File: src/rtl/seq_shifter.sv
// seq_shifter: iterative shifter moving one bit per clock between valid/ready handshakes
// Ports:
//   clk       - clock, all state updates on the rising edge
//   rst_n     - synchronous active-low reset
//   in_valid  - request carries a valid operand set
//   in_ready  - block can accept a request (IDLE)
//   din       - operand
//   shamt     - shift amount
//   LR        - direction: 1 = left, 0 = right
//   AL        - 1 = arithmetic right, 0 = logical; ignored for left shifts
//   out_valid - dout holds the final result (DONE)
//   out_ready - consumer accepts the result
//   dout      - working/result register
//   busy      - high in SHIFT or DONE
module seq_shifter #(
    parameter int WIDTH = 8,
    parameter int SHW   = 3
) (
    input  logic             clk,
    input  logic             rst_n,
    input  logic             in_valid,
    output logic             in_ready,
    input  logic [WIDTH-1:0] din,
    input  logic [SHW-1:0]   shamt,
    input  logic             LR,
    input  logic             AL,
    output logic             out_valid,
    input  logic             out_ready,
    output logic [WIDTH-1:0] dout,
    output logic             busy
);
    localparam logic [1:0] IDLE  = 2'd0;
    localparam logic [1:0] SHIFT = 2'd1;
    localparam logic [1:0] DONE  = 2'd2;
    logic [1:0]       state_q, state_d;
    logic [WIDTH-1:0] dout_q, dout_d;
    logic [SHW-1:0]   count_q, count_d;
    logic             dir_q, dir_d;
    logic             arith_q, arith_d;
    assign in_ready  = state_q == IDLE;
    assign out_valid = state_q == DONE;
    assign busy      = state_q != IDLE;
    assign dout      = dout_q;
    always_comb begin
        state_d = state_q;
        dout_d  = dout_q;
        count_d = count_q;
        dir_d   = dir_q;
        arith_d = arith_q;
        case (state_q)
            IDLE: if (in_valid) begin
                dout_d  = din;
                count_d = shamt;
                dir_d   = LR;
                arith_d = AL;
                state_d = shamt == '0 ? DONE : SHIFT;
            end
            SHIFT: begin
                // arith only matters for right shifts; it selects the fill bit
                dout_d  = dir_q ? {dout_q[WIDTH-2:0], 1'b0}
                                : {arith_q & dout_q[WIDTH-1], dout_q[WIDTH-1:1]};
                count_d = count_q - 1'b1;
                state_d = count_q == SHW'(1) ? DONE : SHIFT;
            end
            DONE: state_d = out_ready ? IDLE : DONE;
            default: state_d = IDLE;
        endcase
    end
    always_ff @(posedge clk) begin
        if (!rst_n) begin
            state_q <= IDLE;
            dout_q  <= '0;
            count_q <= '0;
            dir_q   <= 1'b0;
            arith_q <= 1'b0;
        end else begin
            state_q <= state_d;
            dout_q  <= dout_d;
            count_q <= count_d;
            dir_q   <= dir_d;
            arith_q <= arith_d;
        end
    end
endmodule

File: config.mk
export PLATFORM = sky130hd
export DESIGN_NAME = seq_shifter
export DESIGN_NICKNAME = d
export VERILOG_FILES = /design/src/rtl/seq_shifter.sv
export SDC_FILE = /design/constraint.sdc
export NUM_CORES = 1
export LEC_CHECK = 0
export CAP_MARGIN = 5
export CORE_UTILIZATION = 40
export DETAILED_ROUTE_END_ITERATION = 10
export PLACE_DENSITY = 0.82
export SYNTH_ARGS = -nofsm -noshare
export SYNTH_HDL_FRONTEND = slang
export SYNTH_SLANG_ARGS = --single-unit
File: constraint.sdc
create_clock -name clk -period 1.8 [get_ports clk]
set_input_delay 0.36 -clock clk [delete_from_list [all_inputs] [get_ports clk]]
set_output_delay 0.36 -clock clk [all_outputs]
set_load 0.02 [all_outputs]
==> results of run 1 <==
[power groups by stage]
| stage | Sequential, uW | Combinational [uW] | Clock (uW) |
|---|---|---|---|
| floorplan | 466 | 260 | 0 |
| global placement | 445 | 456 | 0 |
| detailed placement | 447 | 465 | 0 |
| CTS | 439 | 458 | 199 |
| global route | 448 | 495 | 209 |
| finish | 439 | 456 | 195 |
[timing repair]
item	CTS	global route
buffers inserted	0	0
endpoints found under the setup margin	3	0
gates resized for setup	3	0
[sequential cells by signal (all words and copies together), names as in the netlist]
name and count:
dout 8, count_q 3, state_q 2, arith_q 1, dir_q 1
[through the flow]
stage / setup WS [ns] / area [um^2] / cells / hold slack [ns]
2_1_floorplan: 0.426 / 868 / 94 / 0.449
3_3_place_gp: 0.0674 / 1200 / 151 / 0.473
3_5_place_dp: 0.0318 / 1200 / 151 / 0.483
4_1_cts: 0.0938 / 1220 / 155 / 0.509
5_1_grt: 0.0454 / 1220 / 155 / 0.545
6_report: 0.0960 / 1220 / 155 / 0.517
[worst max path at each step]
stage                           from        to  slack, ns
final                     state_q[1]  in_ready        0.1
after global routing      state_q[1]  in_ready       0.05
after CTS                 state_q[1]  in_ready       0.09
after detailed placement    in_valid   dout[7]       0.03
after global placement      in_valid   dout[7]       0.07
after floorplan           state_q[1]   dout[7]       0.43
[cell families (layout without fill, tap and decap cells)]
family | after synthesis | in the layout | synth area share
muxes | 9 | 9 | 0.110
and+or+nand+nor | 37 | 37 | 0.251
buffers and inverters | 10 | 44 | 0.0619
DFF | 15 | 15 | 0.346
adders and majority gates | 2 | 2 | 0.0288
AOI/OAI and AO/OA | 21 | 21 | 0.203
[per-layer routing]
metal	up-vias	GRT usage	routed length [um]
li1	404	-	-
met1	391	0.218	876
met2	21	0.305	955
met3	4	0.0283	61
met4	0	0.103	36
met5	-	0	0
[cell type report]
type / count / area (um^2)
repair buffers: 36 / 334
fillers: 195 / 778
clock buffers: 4 / 26.3
well taps: 27 / 33.8
inverters: 4 / 15.0
multi-input cells: 69 / 514
flip-flops and latches: 15 / 300
[placed cells by master, fill, tap and decap left out, drive strengths merged]
cell type       n
a22o            1
a21oi           1
a211oi          1
o221a           1
nor3b           1
and4b           1
o211ai          1
o22ai           1
nand2b          2
dfxtp          15
buf             9
mux2            1
a32o            6
nand3b          1
o211a           1
o21a            1
nor2            3
nand2          11
inv             4
clkdlybuf4s50  24
ha              2
clkbuf          4
mux2i           8
o21ba           1
o21ai           3
o32ai           1
a31o            1
or2             7
dlygate4sd2     3
nor2b           8
a311o           1
nor3            3
[worst max-delay path, cell delays in order (launching register included)]
cell	delay, ns
dfxtp_1	0.34
or2_2	0.34
inv_1	0.06
dlygate4sd2_1	0.32
[synthesized netlist by cell type (all sizes together)]
| cell type | n |
|---|---|
| dfxtp | 15 |
| nand2 | 11 |
| mux2i | 8 |
| nor2b | 8 |
| or2 | 7 |
| a32o | 6 |
| buf | 4 |
| inv | 4 |
| nor2 | 3 |
| nor3 | 3 |
| o21ai | 3 |
| clkbuf | 2 |
| ha | 2 |
| nand2b | 2 |
| a211oi | 1 |
| a21oi | 1 |
| a22o | 1 |
| a311o | 1 |
| a31o | 1 |
| and4b | 1 |
| mux2 | 1 |
| nand3b | 1 |
| nor3b | 1 |
| o211a | 1 |
| o211ai | 1 |
| o21a | 1 |
| o21ba | 1 |
| o221a | 1 |
| o22ai | 1 |
| o32ai | 1 |
==> metrics.yaml, run 1 <==
route:
  routed_wl_um: 1930
  route.detailed.drc: 0
  vias: 820
  ant_nets: 0
  wire_per_inst_um: 12.4
  avgViaCountPerCell: 5.29
  first_iter_violations: 10
  dr.pass1.iters: 4
critical_path:
  r2r_slack_ns: 0.32
  worstSetupEndpointType: "output port"
  path_class: "register to output port"
  cp-start-kind: "register"
  worst-endpoint-required_ns: 1.44
  rr_startpoint: "state_q[0]"
  reg2regPathDepth: 4
  cp.arrival_ns: 1.34
  critPathMaxFanout: 4
  r2r_end: "count_q[2]"
floorplan:
  dieHeight_um: 48.6
  rows: 16
  dieArea_um2: 2360
  initial_core_util: 0.434
  core-area_um2: 2000
  dieWidth_um: 48.6
  io_pins: 28
sta:
  rsz0062_at_grt: "false"
  fin_crit_sh: 0.947
  relSlewSlack: 0.679
  fin_skew_ns: 0.00537
  clock.fmax_mhz: 587
  finalSetupViolations: 0
  hold_viol: 0
  tightest_slew_ns: 0.481
  drv_slew: 0
  setup-tns-final_ns: 0
  period_needed_ns: 1.70
global_routing:
  grt_pass1_vias: 765
  antenna_found_initial: 0
  track_usage: 0.181
  grt_max_degree: 18
  grt_remaining_overflow: 0
  grt_pass1_wl_um: 3310
clock_tree:
  cts_max_path_buffers: 2
  cts_sinks: 15
  clk_latency_ns: 0.28
  hold_buffers: 0
  tritoncts: "done"
  cts_buffers: 3
  cts_max_level: 1
  cts-root-buf: "clkbuf_4"
  clkTransAtPathRegs_ns: 0.09
synthesis:
  synthTopCellsByArea: "dfxtp_1 (35%), mux2i_1 (9.2%), a32o_1 (6.9%), nor2b_1 (5.0%), or2_2 (5.0%)"
  ys_types: 33
  syn_area_um2: 868
  yosys_register_bits: 15
  synth_top_area_frac: 0.346
  yosysWarnings: 0
  synth_cells: 94
  ys_seq_area_frac: 0.346
  syn_nets: 113
  yosys.area.top_type: "dfxtp_1"
  avgSynthCellArea_um2: 9.24
power_and_ir_drop:
  powerDensity_nw_per_um2: 890
  switching_share: 0.341
  power.total_uw: 1090
  irDropWorstVdd_mv: 0.510
  pwr-share-comb: 0.418
  internal_power_uw: 718
  p_leak_uw: 0.000486
  p_seq_frac: 0.403
  clkPwrFrac: 0.179
  switchingPower_uw: 371
status:
  status: "finished, final reports clean"
worst_hold_path:
  min_from: "count_q[1]"
  hp-class: "register to register"
  whs_endpoint: "count_q[1]"
  worstHoldPathCells: 1
cells_and_area:
  final_util: 0.611
  nNetsFinal: 148
  drive_gt1_frac: 0.195
  areaGrowthSynthToFinish_pct: 40.9
  n_antenna_cell: 0
place:
  portBuffers: 27
  gp_congestion: 0.843
  hpwl_um: 1520
job:
  maxCapViolations: 0
(Power assumes the default switching activity.)
==> run 2: changes to the inputs <==
GPL_TIMING_DRIVEN = 0   (was unset)
==> metrics.yaml, run 2 (synthesis results as in run 1) <==
floorplan:
  dieWidth_um: 48.6
  initial_core_util: 0.434
  core-area_um2: 2000
  dieHeight_um: 48.6
  io_pins: 28
  rows: 16
  dieArea_um2: 2360
global_routing:
  grt_pass1_vias: 733
  grt_remaining_overflow: 0
  grt_pass1_wl_um: 3220
  grt_max_degree: 11
  track_usage: 0.172
  antenna_found_initial: 0
cells_and_area:
  n_antenna_cell: 0
  postLayoutCellArea_um2: 1190
  nFillCells: 191
  largest_register_ff_count: 8
  layout_commonest_cell: "clkdlybuf4s50_1"
  areaGrowthSynthToFinish_pct: 37.2
  drive_gt1_frac: 0.168
  nNetsFinal: 145
  final_cell_mix: "clkdlybuf4s50_1 (24), dfxtp_1 (15), nand2_1 (11)"
sta:
  period_needed_ns: 1.76
  fin_skew_ns: 0.000670
  drv_slew: 0
  rsz0062_at_grt: "false"
  setup-tns-final_ns: 0
  clock.fmax_mhz: 570
  tightest_slew_ns: 0.420
  fin_crit_sh: 0.975
  finalSetupViolations: 0
  hold_viol: 0
  relSlewSlack: 0.719
critical_path:
  r2r_end: "dout[7]"
  cp-start-kind: "register"
  path_class: "register to output port"
  rr_startpoint: "state_q[1]"
  reg2regPathDepth: 4
  crit_path_start: "state_q[1]"
  worst-endpoint-required_ns: 1.44
  endpoint: "busy"
  worstSetupEndpointType: "output port"
  cp.arrival_ns: 1.40
  r2r_slack_ns: 0.34
  critPathMaxFanout: 9
route:
  routed_wl_um: 1890
  avgViaCountPerCell: 5.09
  route.detailed.drc: 0
  vias: 774
  first_iter_violations: 9
  wire_per_inst_um: 12.4
  ant_nets: 0
  dr.pass1.iters: 4
power_and_ir_drop:
  power.total_uw: 1070
  irDropWorstVdd_mv: 0.571
  powerDensity_nw_per_um2: 898
  p_leak_uw: 0.000465
worst_hold_path:
  hp-class: "register to register"
job:
  maxCapViolations: 0
place:
  gp_congestion: 0.810
  placed_cell_area_um2: 1170
  portBuffers: 27
  hpwl_um: 1440
clock_tree:
  cts-root-buf: "clkbuf_4"
  tritoncts: "done"
  post_cts_buffers: 0
  hold_buffers: 0
  cts_sinks: 15
  clkTransAtPathRegs_ns: 0.09
  cts_max_level: 1
  cts_buffers: 3
  cts_max_path_buffers: 2
  clk_latency_ns: 0.27
status:
  status: "finished, final reports clean"
run 2: worst min path at each step:
stage	end	slack (ns)	startpoint	cells past startpoint
after floorplan	count_q[1]	0.45	count_q[1]	1
after global placement	count_q[1]	0.47	count_q[1]	1
after detailed placement	count_q[1]	0.47	count_q[1]	1
after CTS	count_q[1]	0.50	count_q[1]	1
after global routing	count_q[1]	0.52	count_q[1]	1
final	count_q[1]	0.49	count_q[1]	1
run 2: repair_timing:
item                                    4_1_cts  5_1_grt
hold endpoints to repair                      0        0
gates resized for setup                       4        1
endpoints found under the setup margin        3        1
run 2: critical path: stages, from the launching register on:
cell and delay [ns]:
dfxtp_1 0.31, buf_4 0.17, or2_2 0.32, dlygate4sd2_1 0.33
run 2: metal layers:
layer,up-vias,part of all wire,GRT usage
li1,403,-,-
met1,350,0.48,0.215
met2,19,0.47,0.303
met3,2,0.040,0.0220
met4,0,0.0074,0.0588
met5,-,0,0
run 2: power breakdown:
group	total, uW	internal, uW	switching (uW)
combinational	450	234	216
sequential	429	386	43.3
clock	190	85.8	104
run 2: layout make-up:
class                      instances  area (um^2)  area share
clock buffer                       4         26.3      0.0221
sequential                        15          300       0.252
tap                               27         33.8      0.0284
timing repair buffer              27          263       0.221
buffer                             6         38.8      0.0326
inverter                           4         15.0      0.0126
multi-input combinational         69          514       0.432
run 2: per-stage QoR:
stage           util  setup WS [ns]  instances  hold slack (ns)
4_1_cts        0.598        0.00912        152            0.496
2_1_floorplan      -          0.426         94            0.449
3_5_place_dp   0.586         -0.197        148            0.470
6_report       0.595         0.0447        152            0.495
3_3_place_gp   0.586         -0.203        148            0.468
5_1_grt        0.595       0.000201        152            0.520
==> run 3: changes to the inputs <==
CORE_UTILIZATION = 44   (was 40)
PLACE_DENSITY = 0.88   (was 0.82)
==> metrics.yaml, run 3 (synthesis results as in run 1) <==
status:
  status: "finished, final reports clean"
sta:
  worst_hold_slack_ns: 0.492
  tightest_slew_ns: 0.399
  relSlewSlack: 0.734
  clock.fmax_mhz: 577
  rsz0062_at_grt: "false"
  fin_skew_ns: 0.00205
  finalSetupViolations: 0
  drv_slew: 0
  hold_viol: 0
  fin_crit_sh: 0.963
  period_needed_ns: 1.73
critical_path:
  rr_startpoint: "state_q[1]"
  path_class: "register to output port"
  crit_slowest_cell: "or2_2"
  cp.arrival_ns: 1.37
  cp_cell_sequence: "buf_4, or2_2, clkdlybuf4s15_1"
  worstSetupEndpointType: "output port"
  cp-start-kind: "register"
  cpPeakStageDelay_ns: 0.33
  path_buf_inv: 2
  crit_path_start: "state_q[1]"
  worst-endpoint-required_ns: 1.44
  critPathMaxFanout: 9
  crit_family: "buffers and inverters"
cells_and_area:
  n_antenna_cell: 0
  nFillCells: 139
  postLayoutCellArea_um2: 1190
  drive_gt1_frac: 0.168
  final_cell_mix: "clkdlybuf4s50_1 (24), dfxtp_1 (15), nand2_1 (11)"
  areaGrowthSynthToFinish_pct: 37.0
  layout_commonest_cell: "clkdlybuf4s50_1"
  largest_register_ff_count: 8
  nNetsFinal: 145
clock_tree:
  tritoncts: "done"
  post_cts_buffers: 0
  cts_max_path_buffers: 2
  cts_max_level: 1
  clkTransAtPathRegs_ns: 0.09
  cts-root-buf: "clkbuf_4"
  clk_latency_ns: 0.28
  cts_sinks: 15
  cts_buffers: 3
place:
  placed_cell_area_um2: 1170
  portBuffers: 27
  gp_congestion: 0.767
  hpwl_um: 1460
worst_hold_path:
  min_from: "count_q[1]"
  hp-class: "register to register"
global_routing:
  grt_pass1_wl_um: 3370
  antenna_found_initial: 0
  track_usage: 0.222
  grt_remaining_overflow: 0
  grt_max_degree: 11
  grt_pass1_vias: 804
power_and_ir_drop:
  powerDensity_nw_per_um2: 908
  p_leak_uw: 0.000463
  irDropWorstVdd_mv: 0.463
  power.total_uw: 1080
route:
  vias: 802
  first_iter_violations: 9
  dr.pass1.iters: 4
  wire_per_inst_um: 13.3
  routed_wl_um: 2000
  ant_nets: 0
  route.detailed.drc: 0
  avgViaCountPerCell: 5.35
floorplan:
  dieHeight_um: 46.4
  io_pins: 28
  dieWidth_um: 46.4
  core-area_um2: 1780
  dieArea_um2: 2160
  initial_core_util: 0.487
  rows: 15
job:
  maxCapViolations: 0
[run 3: repair_timing]
item | CTS | global route
hold buffers | 0 | 0
endpoints found under the setup margin | 3 | 2
gates resized for setup | 4 | 2
[run 3: layout make-up]
| cell class | count | area, um^2 | share of cell area |
|---|---|---|---|
| buffer | 6 | 38.8 | 0.0326 |
| tap | 25 | 31.3 | 0.0263 |
| clock buffer | 4 | 26.3 | 0.0221 |
| timing repair buffer | 27 | 264 | 0.222 |
| inverter | 4 | 15.0 | 0.0126 |
| sequential | 15 | 300 | 0.252 |
| multi-input combinational | 69 | 514 | 0.432 |
[run 3: worst reg2reg max path, stage by stage, from the launching register on]
cell and delay (ns):
dfxtp_1 0.31, buf_4 0.16, nor3b_4 0.38, mux2_4 0.33
o211a_1 0.20
[run 3: final timing paths]
| kind | slack (ns) | end | depth (start not counted) |
|---|---|---|---|
| worst min-delay path | 0.49 | count_q[1] | 1 |
| worst min register to register | 0.49 | count_q[1] | 1 |
| worst max register to register | 0.32 | dout[7] | 4 |
| worst max-delay path | 0.07 | busy | 3 |
[run 3: routing by layer]
layer / track usage / routed length, um / vias up
li1: - / - / 398
met1: 0.279 / 934 / 384
met2: 0.361 / 988 / 18
met3: 0.0353 / 57 / 2
met4: 0.112 / 20 / 0
met5: 0 / 0 / -
[run 3: stage by stage]
step	TNS, ns	instances	setup slack (ns)	utilization
after CTS	0	150	0.00983	0.669
after detailed placement	-0.296	146	-0.207	0.656
after global placement	-0.291	146	-0.206	0.656
final	0	150	0.0674	0.667
after global routing	0	150	0.0297	0.667
after floorplan	0	94	0.426	-
[run 3: where the power goes]
group,switching [uW],internal [uW]
Sequential,45.1,386
Combinational,218,235
Clock,110,85.9
